==> src/rtl/branch_tag_ctrl_pkg.sv <==
// rtl/branch_tag_ctrl_pkg.sv - shared issue-stage types for branch tag allocation
package branch_tag_ctrl_pkg;

  localparam int NUM_TAGS = 8;
  localparam int BID_W    = $clog2(NUM_TAGS);

  typedef logic [BID_W-1:0]    bid_t;
  typedef logic [BID_W:0]      cnt_t;
  typedef logic [NUM_TAGS-1:0] tag_mask_t;

  // Sets len consecutive bits starting at start, wrapping around the ring.
  function automatic tag_mask_t range_mask(input bid_t start, input cnt_t len);
    tag_mask_t m;
    bid_t      idx;
    m = '0;
    for (int i = 0; i < NUM_TAGS; i++) begin
      idx = start + bid_t'(i);
      if (cnt_t'(i) < len) m[idx] = 1'b1;
    end
    return m;
  endfunction

endpackage

==> src/rtl/branch_tag_ctrl.sv <==
// rtl/branch_tag_ctrl.sv - circular branch tag ring with dual-slot allocation and mispredict flush
module branch_tag_ctrl
  import branch_tag_ctrl_pkg::*;
#(
  parameter int NUM_TAGS = branch_tag_ctrl_pkg::NUM_TAGS,
  parameter int BID_W    = branch_tag_ctrl_pkg::BID_W
) (
  input  logic                clk,
  input  logic                rst,
  input  logic                req_1_vld,
  input  logic                req_1_br,
  input  logic                req_2_vld,
  input  logic                req_2_br,
  output logic                alloc_ready,
  output logic [BID_W-1:0]    alloc_1_bid,
  output logic [BID_W-1:0]    alloc_2_bid,
  input  logic                resolve_vld,
  input  logic [BID_W-1:0]    resolve_bid,
  input  logic                resolve_mispredict,
  output logic                flush_en,
  output logic [BID_W-1:0]    flush_id,
  output logic [NUM_TAGS-1:0] flush_mask,
  output logic                branch_full,
  output logic [BID_W:0]      busy_count
);

  logic [BID_W-1:0]    head_q, head_d;
  logic [BID_W-1:0]    tail_q, tail_d;
  logic [BID_W:0]      count_q, count_d;
  logic [NUM_TAGS-1:0] busy_q, busy_d;
  logic                flush_en_q, flush_en_d;
  logic [BID_W-1:0]    flush_id_q, flush_id_d;
  logic [NUM_TAGS-1:0] flush_mask_q, flush_mask_d;

  logic                slot_1_br, slot_2_br;
  logic [1:0]          need;
  logic [BID_W:0]      free_tags;
  logic                accept;
  logic [BID_W-1:0]    resolve_off;
  logic                resolve_hit;
  logic                mispredict_hit;
  logic [NUM_TAGS-1:0] kill_mask;
  logic [BID_W-1:0]    head_p1;
  logic                retire_0, retire_1;
  logic [1:0]          retire_n;

  assign slot_1_br = req_1_vld & req_1_br;
  assign slot_2_br = req_2_vld & req_2_br;
  assign need      = {1'b0, slot_1_br} + {1'b0, slot_2_br};
  assign free_tags = (BID_W+1)'(NUM_TAGS) - count_q;

  // Any mispredict on the resolve port blocks allocation, busy or not.
  assign alloc_ready = (free_tags >= (BID_W+1)'(need)) && !(resolve_vld && resolve_mispredict);
  assign accept      = alloc_ready && (need != 2'd0);
  assign alloc_1_bid = tail_q;
  assign alloc_2_bid = slot_1_br ? tail_q + 1'b1 : tail_q;

  // A tag only counts as busy if it lies inside the live head..tail window.
  assign resolve_off    = resolve_bid - head_q;
  assign resolve_hit    = resolve_vld && ({1'b0, resolve_off} < count_q) && busy_q[resolve_bid];
  assign mispredict_hit = resolve_hit && resolve_mispredict;
  assign kill_mask      = range_mask(resolve_bid, count_q - {1'b0, resolve_off});

  assign head_p1  = head_q + 1'b1;
  assign retire_0 = (count_q != '0) && !busy_q[head_q];
  assign retire_1 = retire_0 && (count_q >= (BID_W+1)'(2)) && !busy_q[head_p1];
  assign retire_n = {1'b0, retire_0} + {1'b0, retire_1};

  always_comb begin
    head_d       = head_q;
    tail_d       = tail_q;
    count_d      = count_q;
    busy_d       = busy_q;
    flush_en_d   = 1'b0;
    flush_id_d   = '0;
    flush_mask_d = '0;
    if (mispredict_hit) begin
      busy_d       = busy_q & ~kill_mask;
      tail_d       = resolve_bid;
      count_d      = {1'b0, resolve_off};
      flush_en_d   = 1'b1;
      flush_id_d   = resolve_bid;
      flush_mask_d = kill_mask;
    end else begin
      if (resolve_hit) busy_d[resolve_bid] = 1'b0;
      if (accept) begin
        if (slot_1_br) busy_d[alloc_1_bid] = 1'b1;
        if (slot_2_br) busy_d[alloc_2_bid] = 1'b1;
        tail_d = tail_q + BID_W'(need);
      end
      head_d  = head_q + BID_W'(retire_n);
      count_d = count_q + (accept ? (BID_W+1)'(need) : '0) - (BID_W+1)'(retire_n);
    end
  end

  always_ff @(posedge clk) begin
    if (!rst) begin
      head_q       <= '0;
      tail_q       <= '0;
      count_q      <= '0;
      busy_q       <= '0;
      flush_en_q   <= 1'b0;
      flush_id_q   <= '0;
      flush_mask_q <= '0;
    end else begin
      head_q       <= head_d;
      tail_q       <= tail_d;
      count_q      <= count_d;
      busy_q       <= busy_d;
      flush_en_q   <= flush_en_d;
      flush_id_q   <= flush_id_d;
      flush_mask_q <= flush_mask_d;
    end
  end

  assign flush_en    = flush_en_q;
  assign flush_id    = flush_id_q;
  assign flush_mask  = flush_mask_q;
  assign busy_count  = count_q;
  assign branch_full = free_tags < (BID_W+1)'(2);

endmodule

==> config.mk <==
export PLATFORM = sky130hd
export DESIGN_NAME = branch_tag_ctrl
export DESIGN_NICKNAME = d
export VERILOG_FILES = /design/src/rtl/branch_tag_ctrl_pkg.sv /design/src/rtl/branch_tag_ctrl.sv
export SDC_FILE = /design/constraint.sdc
export NUM_CORES = 1
export LEC_CHECK = 0
export CAP_MARGIN = 25
export CORE_ASPECT_RATIO = 1.1
export CORE_MARGIN = 8
export CORE_UTILIZATION = 61
export CTS_CLUSTER_DIAMETER = 30
export DETAILED_ROUTE_END_ITERATION = 10
export GPL_TIMING_DRIVEN = 0
export HOLD_SLACK_MARGIN = 0.15
export PLACE_DENSITY = 0.84
export SYNTH_ARGS = -nofsm -noshare
export SYNTH_HDL_FRONTEND = slang
export SYNTH_SLANG_ARGS = --single-unit
==> constraint.sdc <==
create_clock -name clk -period 8.3 [get_ports clk]
set_input_delay 1.245 -clock clk [delete_from_list [all_inputs] [get_ports clk]]
set_output_delay 1.245 -clock clk [all_outputs]
set_load 0.02 [all_outputs]
==> results of run 1 <==
## worst register-to-register path: stages, from the launching register on
cell	delay (ns)
dfxtp_1	0.53
ha_1	0.21
inv_1	0.05
fa_1	0.55
inv_1	0.06
ha_1	0.28
nor2b_1	0.15
or2_2	0.30
maj3_2	0.35
xnor2_1	0.22
o211a_1	0.19
o41ai_1	0.59
mux2i_1	0.27
o211a_1	0.26
## routing by layer
metal / wire [µm] / GRT usage / vias to the layer above
li1: - / - / 1330
met1: 3151 / 0.2621 / 1266
met2: 3734 / 0.3898 / 99
met3: 422 / 0.04545 / 14
met4: 123 / 0.06954 / 0
met5: 0 / 0 / -
## registers in the layout, indices dropped and copies added, names as in the netlist
signal       flops
flush_en         1
busy_count       4
flush_id         3
alloc_1_bid      3
flush_mask       8
head_q           3
busy_q           8
## area by class of cell
cell class	instances	area, µm²	area share
Timing Repair Buffer	34	340.3	0.1028
Clock buffer	6	82.58	0.02495
Sequential cell	30	600.6	0.1815
Tap cell	56	70.07	0.02117
Clock inverter	2	12.51	0.003781
Inverter	31	116.4	0.03516
Multi-Input combinational cell	270	1999	0.6042
Buffer	19	87.58	0.02647
## logic make-up (layout without fill, tap and decap cells)
group	count (synthesis)	after routing	share of synthesized area
simple gates	121	121	0.2169
fa+ha+maj	30	30	0.1477
buf+inv	50	92	0.07273
compound gates	87	87	0.2115
flops	30	30	0.2142
mux	16	16	0.07586
xor+xnor	16	16	0.06113
## metrics by stage
step | cells | setup WS [ns] | hold slack (ns)
floorplan | 350 | 3.581 | 0.4933
global placement | 440 | 2.398 | 0.5130
detailed placement | 440 | 2.319 | 0.5334
CTS | 448 | 2.613 | 0.5448
global route | 448 | 2.295 | 0.5770
finish | 448 | 2.553 | 0.5540
## power by group through the flow
stage	sequential (mW)	clock (mW)	combinational [mW]
after floorplan	0.206	0	0.738
after global placement	0.194	0	0.944
after detailed placement	0.196	0	0.970
after CTS	0.193	0.128	0.977
after global routing	0.196	0.134	1.09
final	0.193	0.128	0.980
## synth_stat cells, types with 3 or more instances
master	count	area, µm²
o21ai_0	14	70.07
xnor2_1	13	113.9
nor3_1	9	45.04
nand2b_1	7	43.79
a21oi_1	24	120.1
mux2i_1	10	100.1
mux4_2	4	90.09
inv_1	29	108.9
buf_2	3	15.01
nor2_1	39	146.4
o211ai_1	5	37.54
ha_1	21	262.8
o2bb2ai_1	4	35.03
nor3b_1	4	30.03
and3_1	6	37.54
a31oi_1	4	25.02
o22ai_1	4	25.02
a22oi_1	3	22.52
dfxtp_1	30	600.6
or3_1	4	25.02
nand3_1	6	30.03
fa_1	6	120.1
clkbuf_1	11	41.29
nand2_1	27	101.4
nor2b_1	5	31.28
## how the worst max path moves through the flow
stage / start / to / depth (start not counted)
CTS: resolve_bid[0] / busy_q[5]$_SDFF_PN0_ / 16
global placement: resolve_bid[0] / busy_q[5]$_SDFF_PN0_ / 16
detailed placement: resolve_bid[0] / busy_q[5]$_SDFF_PN0_ / 16
global route: resolve_bid[0] / busy_q[5]$_SDFF_PN0_ / 16
finish: resolve_bid[0] / busy_q[5]$_SDFF_PN0_ / 16
floorplan: resolve_bid[0] / busy_q[3]$_SDFF_PN0_ / 15
==> run metrics, run 1 <==
Clock Path Buffers 2; slowest CP cell o41ai_1; fraction of registers with async set/reset 0; CP bufs+invs 5; Data arrival, critical path 5.93 ns; count of clock tree sinks 30; Final Max Tran Viols 0; CTS Hold Buffers Added 0; final wirelength 7.431 mm; crit start category input port; Peak VDD IR 0.3563 mV; WS Path Type input port to register; Final Hold Vio Count 0; Inserted Clock Buffers 5; full die area 7025 µm²; layout cells sized above 1 0.08418; final setup fails 0; Sequential Power Share 0.148; static leakage 1.335 nW; minimum clock period 5.747 ns; Switch Pwr 0.6399 mW; Critical R2R Launch head_q[0]$_SDFFE_PN0N_; R2R Setup Slk 4.19 ns; Area Overhead vs Synth 18.03%; period utilisation layout 0.6924; CP peak stage delay 0.59 ns; max-cap viol count 0; Final #Nets 429; DRC violations left 0; Critical Path RT 8.49 ns; status finished, final reports clean; syn nets 388; synthesized instance count 350; drt via density 6.047; DP Wirelength 5.930 mm; worst r2r path cells 13; utilization after layout 0.7319; Worst slew margin 0.6106; Least-Margin Pin Slew 0.5765 ns; most common cell after layout, fill and taps aside nor2_1; Initial Util 0.6201; Worst Hold End busy_q[1]$_SDFF_PN0_; Yosys reg bits 30; Post CTS Setup Buffer Count 0; Mapped Area 2804 µm²; H-Tree Depth 2; IO Pins 35; Sw Share 0.4920; Hold Path Stages 2; GR Overflow Total 0; Pre-Repair DR Iteration Count 4; largest fanout on the critical path 11; Chip Width 80.65 µm; Final Cell Area 3309 µm²; Worst-path clk slew 0.07 ns; gpl congestion 0.9299; placed cell area 3214 µm²; clock power share 0.098; Post-synth EDFFs 0; Int Power 0.6608 mW; Rows 26; largest net degree at the start of global routing 12; Crit path top cell by count inv_1; core area 4522 µm²; CP Capture Type register; number of fill cells in the layout 361; crit-path cells clkdlybuf4s50_1, inv_1, clkbuf_1, ha_1, inv_1, fa_1, inv_1, ha_1, nor2b_1, or2_2, maj3_2, xnor2_1, o211a_1, o41ai_1, mux2i_1, o211a_1; total track usage 0.2232; vias in the first global route 2708; RSZ-0062 raised after global routing false; Clock Tree Root clkbuf_8; Final ANT Viol Nets 0; Die H 87.11 µm; Synth cell types 67; yosys warns 0; setup_tns 0 ns; ys flop type dfxtp_1; Hold Path Class register to register; Comb power frac 0.754; routed vias 2709; global-route wire length before repair 12.65 mm; initial antenna violation count 0; Worst Skew 0.006632 ns; Post-CTS Resized 0; CTS tree built; Total Power 1.301 mW; PD cells 393.0 nW/µm²; Diodes inserted 0; most frequent cells in the layout 39 x nor2_1, 34 x clkdlybuf4s50_1, 30 x dfxtp_1, 29 x inv_1, 27 x nand2_1; syn_area_per_cell 8.011 µm²; Worst-Skew Late Latency 0.29 ns; max frequency 0.1740 GHz; sequential area share after synthesis 0.2142; family of cells with the greatest summed delay on the critical path adder cells; IO Port Bufs 34; DR WL/cell 16.59 µm; initial detailed-routing violation count 173; hold_sp busy_q[1]$_SDFF_PN0_; RR Endpoint busy_q[5]$_SDFF_PN0_
No activity file was read; power rests on OpenSTA's default activity.
==> inputs of run 2 (changes only) <==
- CORE_UTILIZATION: 61 -> 57
- PLACE_DENSITY: 0.84 -> 0.79
- clock period: 8.3 -> 5.6 ns (I/O delays scaled with it)
==> run 2 against run 1 <==
Against the previous run: combinational power rose by 50%; worst hold slack improved by 0.0025 ns; routed wire length up 1.9%; sequential share of layout area down 0.26 points; register-to-register slack lost 2.6 ns; cell area increased by 1.4%; non-clock buffer count stayed put; count of clock-buffer cells in the layout unchanged; power increased by 56%; clock power grew 120%; utilization is 1.5 points lower; sequential power rose by 48%; critical endpoint unchanged.
==> run metrics, run 2 (synthesis results as in run 1) <==
Sw Share 0.4734 (was 0.4920); Sequential Power Share 0.140 (was 0.148); PD cells 606.2 nW/µm² (was 393.0 nW/µm²); Clock Path Buffers 2 (unchanged); Post-CTS Resized 0 (unchanged); count of clock tree sinks 30 (unchanged); minimum clock period 5.258 ns; Fin Hold WS 0.5566 ns (was 0.5540 ns); largest net degree at the start of global routing 12 (unchanged); drt via density 6.158 (was 6.047); Diodes inserted 0 (unchanged); Hold Path Class register to register (unchanged); Worst-path clk slew 0.07 ns (about the same); IO Port Bufs 34 (unchanged); final wirelength 7.570 mm (was 7.431 mm); final setup fails 0 (unchanged); DR WL/cell 16.90 µm (was 16.59 µm); Final Hold Vio Count 0 (unchanged); RSZ-0062 raised after global routing false (unchanged); max-cap viol count 0 (unchanged); largest fanout on the critical path 11 (unchanged); Rows 26 (unchanged); total track usage 0.1959 (was 0.2232); Comb power frac 0.721 (was 0.754); Final Max Tran Viols 0 (unchanged); core area 4684 µm² (was 4522 µm²); Area Overhead vs Synth 19.72% (was 18.03%); CTS Hold Buffers Added 0 (unchanged); Worst-Skew Late Latency 0.29 ns (about the same); Clock Tree Root clkbuf_8 (unchanged); Peak VDD IR 0.5087 mV (was 0.3563 mV); initial detailed-routing violation count 261 (was 173); gpl congestion 0.9079 (was 0.9299); Critical Path RT 5.79 ns (was 8.49 ns); initial antenna violation count 0 (unchanged); Data arrival, critical path 5.44 ns (was 5.93 ns); DRC violations left 0 (unchanged); Die H 89.56 µm (was 87.11 µm); Least-Margin Pin Slew 0.5857 ns (was 0.5765 ns); GR Overflow Total 0 (unchanged); most common cell after layout, fill and taps aside nor2_1 (unchanged); WS Path Type input port to register (unchanged); IO Pins 35 (unchanged); most frequent cells in the layout 39 x nor2_1, 34 x clkdlybuf4s50_1, 30 x dfxtp_1, 29 x inv_1, 27 x nand2_1 (unchanged); Worst slew margin 0.6095 (was 0.6106); Inserted Clock Buffers 5 (unchanged); Initial Util 0.5986 (was 0.6201); H-Tree Depth 2 (unchanged); status finished, final reports clean (unchanged); CTS tree built (unchanged); Post CTS Setup Buffer Count 0 (unchanged); static leakage 1.359 nW (was 1.335 nW); routed vias 2759 (was 2709); clock power share 0.139 (was 0.098); DP Wirelength 5.777 mm (was 5.930 mm); max frequency 0.1902 GHz; global-route wire length before repair 12.01 mm (was 12.65 mm); Chip Width 82.87 µm (was 80.65 µm); Final ANT Viol Nets 0 (unchanged); Pre-Repair DR Iteration Count 5 (was 4); Int Power 1.072 mW (was 0.6608 mW); layout cells sized above 1 0.08418 (unchanged); Worst Skew 0.004446 ns (was 0.006632 ns); Final #Nets 429 (unchanged); setup_tns 0 ns (unchanged); utilization after layout 0.7166 (was 0.7319); Switch Pwr 0.9633 mW (was 0.6399 mW); full die area 7422 µm² (was 7025 µm²); vias in the first global route 2563 (was 2708); CP Capture Type register (unchanged); period utilisation layout 0.9390; crit start category input port (unchanged)
-- run 2: critical path, cell delays in order --
cell and delay [ns]:
clkdlybuf4s50_1 0.54, inv_1 0.17, clkbuf_1 0.48, ha_1 0.24, inv_1 0.05, fa_1 0.56
inv_1 0.06, ha_1 0.28, nor2b_1 0.16, or2_2 0.30, maj3_2 0.35, xnor2_1 0.23
o211a_1 0.19, o41ai_1 0.48, mux2i_1 0.26, o211a_1 0.26
-- run 2: power by group through the flow --
stage	Sequential, mW	Clock (mW)	Combinational [mW]
final	0.285	0.284	1.47
after global placement	0.287	0	1.40
after global routing	0.290	0.291	1.60
after CTS	0.284	0.283	1.45
after floorplan	0.305	0	1.09
after detailed placement	0.289	0	1.44
-- run 2: stage by stage --
stage	cells	area [µm²]	total power, mW	setup slack, ns
final	448	3357	2.035	0.3416
after global routing	448	3357	2.181	0.1622
after CTS	448	3357	2.019	0.4381
after detailed placement	440	3214	1.730	0.1591
after global placement	440	3214	1.687	0.1803
after floorplan	350	2804	1.399	1.286
-- run 2: per-layer routing --
layer,up-vias,global-route usage,routed length [µm]
met3,18,0.03191,553
met1,1266,0.2316,3204
met2,147,0.3487,3678
li1,1328,-,-
met5,-,0,0
met4,0,0.07668,133
-- run 2: final timing paths --
check	start	to	slack, ns	cells after the start
hold / removal	busy_q[1]$_SDFF_PN0_	busy_q[1]$_SDFF_PN0_	0.56	2
setup reg to reg	head_q[0]$_SDFFE_PN0N_	busy_q[5]$_SDFF_PN0_	1.56	13
hold reg to reg	busy_q[1]$_SDFF_PN0_	busy_q[1]$_SDFF_PN0_	0.56	2
setup / recovery	resolve_bid[0]	busy_q[5]$_SDFF_PN0_	0.34	16
-- run 2: cell type report --
class	count	area (µm²)
buffer	19	87.58
clock buffer	6	82.58
clock inverter	2	60.06
fill	415	1328
inverter	31	116.4
multi-input combinational	270	1999
sequential	30	600.6
tap	56	70.07
timing repair buffer	34	340.3
==> inputs of run 3 (changes only) <==
- CAP_MARGIN: 25 -> default
- CTS_BUF_LIST: default -> sky130_fd_sc_hd__clkbuf_4 sky130_fd_sc_hd__clkbuf_8 sky130_fd_sc_hd__clkbuf_16
- CTS_CLUSTER_DIAMETER: 30 -> default
==> results of run 3 <==
The final DEF is identical to that of run 2; final timing and power are the same.
==> patch 1, RTL diff (flow settings as in run 2) <==
The package constant `NUM_TAGS` goes from 8 to 4.
--- a/src/rtl/branch_tag_ctrl_pkg.sv
+++ b/src/rtl/branch_tag_ctrl_pkg.sv
@@ -2,5 +2,5 @@
 package branch_tag_ctrl_pkg;
 
-  localparam int NUM_TAGS = 8;
+  localparam int NUM_TAGS = 4;
   localparam int BID_W    = $clog2(NUM_TAGS);
 
Ports: changed (6 resized); port bits go from 35 to 26. The function was not compared with the original's and may differ.
==> patch 1 against run 2 <==
- synthesized area decreased by 50%
- sequential cell count down 12
- routed wire length decreased by 54%
- setup slack improved by 0.81 ns
- critical path depth fell by 2
- design area down 49%
- critical path type unchanged
- power is 59% lower
- register-to-register slack gained 0.56 ns
==> patch 1: results (changes against run 2) <==
metric,value,unit,change
drt-initial-drc-count,91,,-65%
rr_worst_depth,11,,-2
wirelength,3.470,mm,-54%
ir_drop,430.1,µV,-15%
layout-drive-gt1-share,7.853,%,-0.56 points
wl_met3,213,µm,-61%
n_antenna_cell,0,,unchanged
yosys_warnings,0,,unchanged
crit_arrival,4.65,ns,-0.79 ns
relSlewSlack,42.40,%,-19 points
dr.max_layer_used,met4,,
dr_wl_met2,1.753,mm,-52%
p_switching,0.3951,mW,-59%
via_per_inst,5.919,,-3.9%
synth_fp_nets,195,,-50%
rr_endpoint,busy_count[2],,
wl_met1,1.401,mm,-56%
grt_max_degree,11,,-1
holdCritPathClass,flop to flop,,
p_leak,0.7251,nW,-47%
antenna_found_initial,0,,unchanged
grt_pass1_vias,1336,,-48%
yosys-top-cells-count,"dfxtp_1, ha_1, inv_1, nand2_1, a31oi_1",,
ys_seq_area_share,25.55,%,+4.1 points
h-tree-depth,1,,-1
end_kind,flop,,
r2r-start,busy_count[0],,
gp_congestion,0.8390,,-7.6%
cts_setup_buffers,0,,unchanged
status,finished clean,,
async_reset_ff_share,0,%,unchanged
grt_first_pass_wirelength,5.851,mm,-51%
clk_pin_slew_worst_paths,0.11,ns,+0.04 ns
hpwl,2.782,mm,-52%
final.setup_skew,0.002776,ns,-0.001671 ns
clk_latency,0.31,ns,+0.02 ns
layout.nets,223,,-48%
dr.pass1.iters,4,,-1
overflow,0,,unchanged
synth.distinct_cells,37,,-45%
numCtsBuffers,3,,-2
cp_max_fo,10,,-1
track_usage,16.74,%,-2.8 points
cpPeakStageDelay,0.67,ns,+0.11 ns
port_buffers,23,,-32%
synth_area_leaders,"dfxtp_1, ha_1, xnor2_1",,
startpoint,req_1_vld,,
clock_path_buffers,2,,unchanged
clockRootBuffer,clkbuf_4,,
cts_resized,0,,unchanged
crit_family,adder cells,,
reg2reg_slack,2.12,ns,+0.56 ns
slowest_stage,nor3_1,,
[patch 1: changes by cell type in the layout (fill, tap and decap cells not counted), moves of 8 or more]
cell	change
nand2_1	-16
o21ai_0	-9
nor2_1	-33
dfxtp_1	-12
a21oi_1	-16
clkbuf_1	-8
clkdlybuf4s50_1	-11
inv_1	-16
[patch 1: layout make-up]
cell class                      instances  area, µm²
Inverter                               17      63.81
Fill cell                             210      709.4
Multi-Input combinational cell        122      948.4
Tap cell                               31      38.79
Sequential cell                        18      360.3
Timing Repair Buffer                   23      230.2
Clock buffer                            4      36.28
Buffer                                  7      37.54
[patch 1: how the worst min path moves through the flow]
stage / from / end / slack (ns) / cells after the start
floorplan: head_q[0] / head_q[0] / 0.50 / 2
global placement: head_q[0] / head_q[0] / 0.53 / 2
detailed placement: head_q[0] / head_q[0] / 0.55 / 2
CTS: head_q[0] / head_q[0] / 0.57 / 2
global route: head_q[0] / head_q[0] / 0.62 / 2
finish: head_q[0] / head_q[0] / 0.57 / 2
[patch 1: per-layer routing]
metal	vias to the layer above	GRT usage, %
li1	646	-
met1	620	17.05
met2	39	31.31
met3	9	4.255
met4	0	9.192
met5	-	0
[patch 1: power by group through the flow]
stage | Clock, mW | Sequential [mW] | Combinational, mW
floorplan | 0 | 0.184 | 0.406
global placement | 0 | 0.174 | 0.542
detailed placement | 0 | 0.176 | 0.577
CTS | 0.0870 | 0.174 | 0.582
global route | 0.0931 | 0.176 | 0.652
finish | 0.0864 | 0.173 | 0.583
[patch 1: tightest hold or removal path, delay by kind of cell, from the launching register on]
| kind | cells | cell delay, ns |
|---|---|---|
| flip-flops | 1 | 0.39 |
| AO/OA/AOI/OAI | 1 | 0.05 |
| AND/OR/NAND/NOR | 1 | 0.09 |
[patch 1: per-stage QoR]
| step | std cells | area [µm²] | setup slack [ns] | utilization [%] |
|---|---|---|---|---|
| 3_5_place_dp | 218 | 1679 | 0.8347 | 69.25 |
| 3_3_place_gp | 218 | 1679 | 0.9173 | 69.25 |
| 2_1_floorplan | 164 | 1410 | 1.694 | - |
| 5_1_grt | 222 | 1715 | 0.8821 | 70.74 |
| 4_1_cts | 222 | 1715 | 1.175 | 70.74 |
| 6_report | 222 | 1715 | 1.150 | 70.74 |
[patch 1: logic make-up (layout without fill, tap and decap cells)]
family,count (synthesis),after routing,synth area share [%]
AOI/OAI and AO/OA,41,41,18.46
xor gates and xnor gates,10,10,6.212
adders and majority gates,23,23,21.65
buffers and inverters,24,51,7.187
DFF,18,18,25.55
muxes,8,8,6.655
and+or+nand+nor,40,40,14.29
==> patch 2, RTL diff (config.mk and constraints of run 2) <==
Without the edit above. Make the reset (`rst`) asynchronous in one clocked block.
--- a/src/rtl/branch_tag_ctrl.sv
+++ b/src/rtl/branch_tag_ctrl.sv
@@ -94,5 +94,5 @@
   end
 
-  always_ff @(posedge clk) begin
+  always_ff @(posedge clk or negedge rst) begin
     if (!rst) begin
       head_q       <= '0;
Behaviour: differs if rst is asserted again (counterexample within 4 cycles, from zero or initial values and one cycle with rst low); with rst held inactive, the same outputs for 4 cycles.
==> patch 2 against run 2 <==
- maximum frequency grew 5.2%
- largest cell class unchanged
- register-to-register slack gained 0.23 ns
- setup slack gained 0.26 ns
- critical path type unchanged
- sequential cell count is the same
- die area grew 5.3%
- synthesized area grew 6.6%
- synthesized cell count shrank 1.1%
- design area grew 4.5%
- routed wire length grew 9.3%
Power is left out: the tool's default activity adds up to more than one toggle a clock period on the data nets, which glitch-free logic cannot reach.
==> patch 2: results (changes against run 2) <==
metric,value,unit,change
synth_xor_area_share,4.941,%,-1.2 points
wl_per_cell,18.55,µm,+9.8%
dr.pass1.iters,4,,-1
synth_compound_area_share,22.36,%,+1.2 points
final.setup_skew,0.005710,ns,+0.001264 ns
slowest_stage,mux4_2,,
placed_cells,438,,-0.45%
grt_pass1_vias,2840,,+11%
layout.nets,425,,-0.93%
crit_arrival,5.15,ns,-0.29 ns
synth.distinct_cells,62,,-7.5%
cpPeakStageDelay,0.52,ns,-0.04 ns
grt_max_degree,20,,+8
yosys-top-cells-count,"nor2_1, dfrtp_1, inv_1, nand2_1, ha_1",,
dp_slack,0.3689,ns,+0.2098 ns
port_buffers,33,,-2.9%
async_reset_ff_share,100.0,%,+100 points
wirelength,8.273,mm,+9.3%
hpwl,6.424,mm,+11%
fillCellCount,391,,-5.8%
layout-drive-gt1-share,9.794,%,+1.4 points
via_per_inst,6.285,,+2.1%
ys.flop_type,dfrtp_1,,
yosys_warnings,0,,unchanged
ys_seq_area_share,25.13,%,+3.7 points
track_usage,21.95,%,+2.4 points
synth_fp_nets,384,,-1.0%
worst_pin_slew,0.6573,ns,+0.07158 ns
gp_congestion,0.9561,,+5.3%
placed_cell_area,3418,µm²,+6.3%
synthCells,346,,-1.1%
grt_first_pass_wirelength,13.75,mm,+14%
synth_area_leaders,"dfrtp_1, ha_1, mux4_2",,
status,finished clean,,
muxShareOfSynthArea,9.171,%,+1.6 points
patch 2: cell types whose count changed in the layout (fill, tap and decap cells not counted), sizes merged, moves of 4 or more:
cell     change
mux4         +4
a21oi        -6
o2bb2ai      -4
xnor2        -5
o21ai        +4
mux2i        -4
xor2         +4
a221oi       +4
nor2         -7
buf          +4
dfrtp       +30
and3         -4
a211oi       +4
dfxtp       -30
patch 2: logic make-up after synthesis:
family / after synthesis
AND/OR/NAND/NOR: 112
AO/OA/AOI/OAI: 93
buffers and inverters: 51
flip-flops: 30
adder cells (fa/ha/maj): 28
multiplexers: 17
XOR/XNOR: 15
patch 2: per-layer routing:
layer  track usage [%]  vias up  wire length, µm  part of all wire, %
met5                 0        -                0                    0
met4             8.321        0              198                  2.4
met3             3.836       24              578                  7.0
met2             37.61      107             4066                   49
met1             26.73     1347             3430                   41
li1                  -     1325                -                    -
patch 2: cell type report:
| cell class | count | area (µm²) | area share (%) |
|---|---|---|---|
| Buffer | 19 | 93.84 | 2.674 |
| Clock buffer | 7 | 86.33 | 2.460 |
| Clock inverter | 1 | 5.005 | 0.1426 |
| Inverter | 32 | 120.1 | 3.422 |
| Multi-Input combinational cell | 265 | 2023 | 57.65 |
| Sequential cell | 30 | 750.7 | 21.39 |
| Tap cell | 58 | 72.57 | 2.068 |
| Timing Repair Buffer | 34 | 357.8 | 10.20 |
patch 2: worst paths after layout:
check,start,slack [ns],end
setup / recovery,resolve_bid[0],0.60,flush_mask[3]
hold / removal,busy_q[7],0.61,busy_q[7]
setup reg to reg,head_q[0],1.79,flush_mask[3]
hold reg to reg,busy_q[7],0.61,busy_q[7]
max in group asynchronous,rst,4.12,busy_q[1]
min in group asynchronous,rst,0.95,busy_count[3]
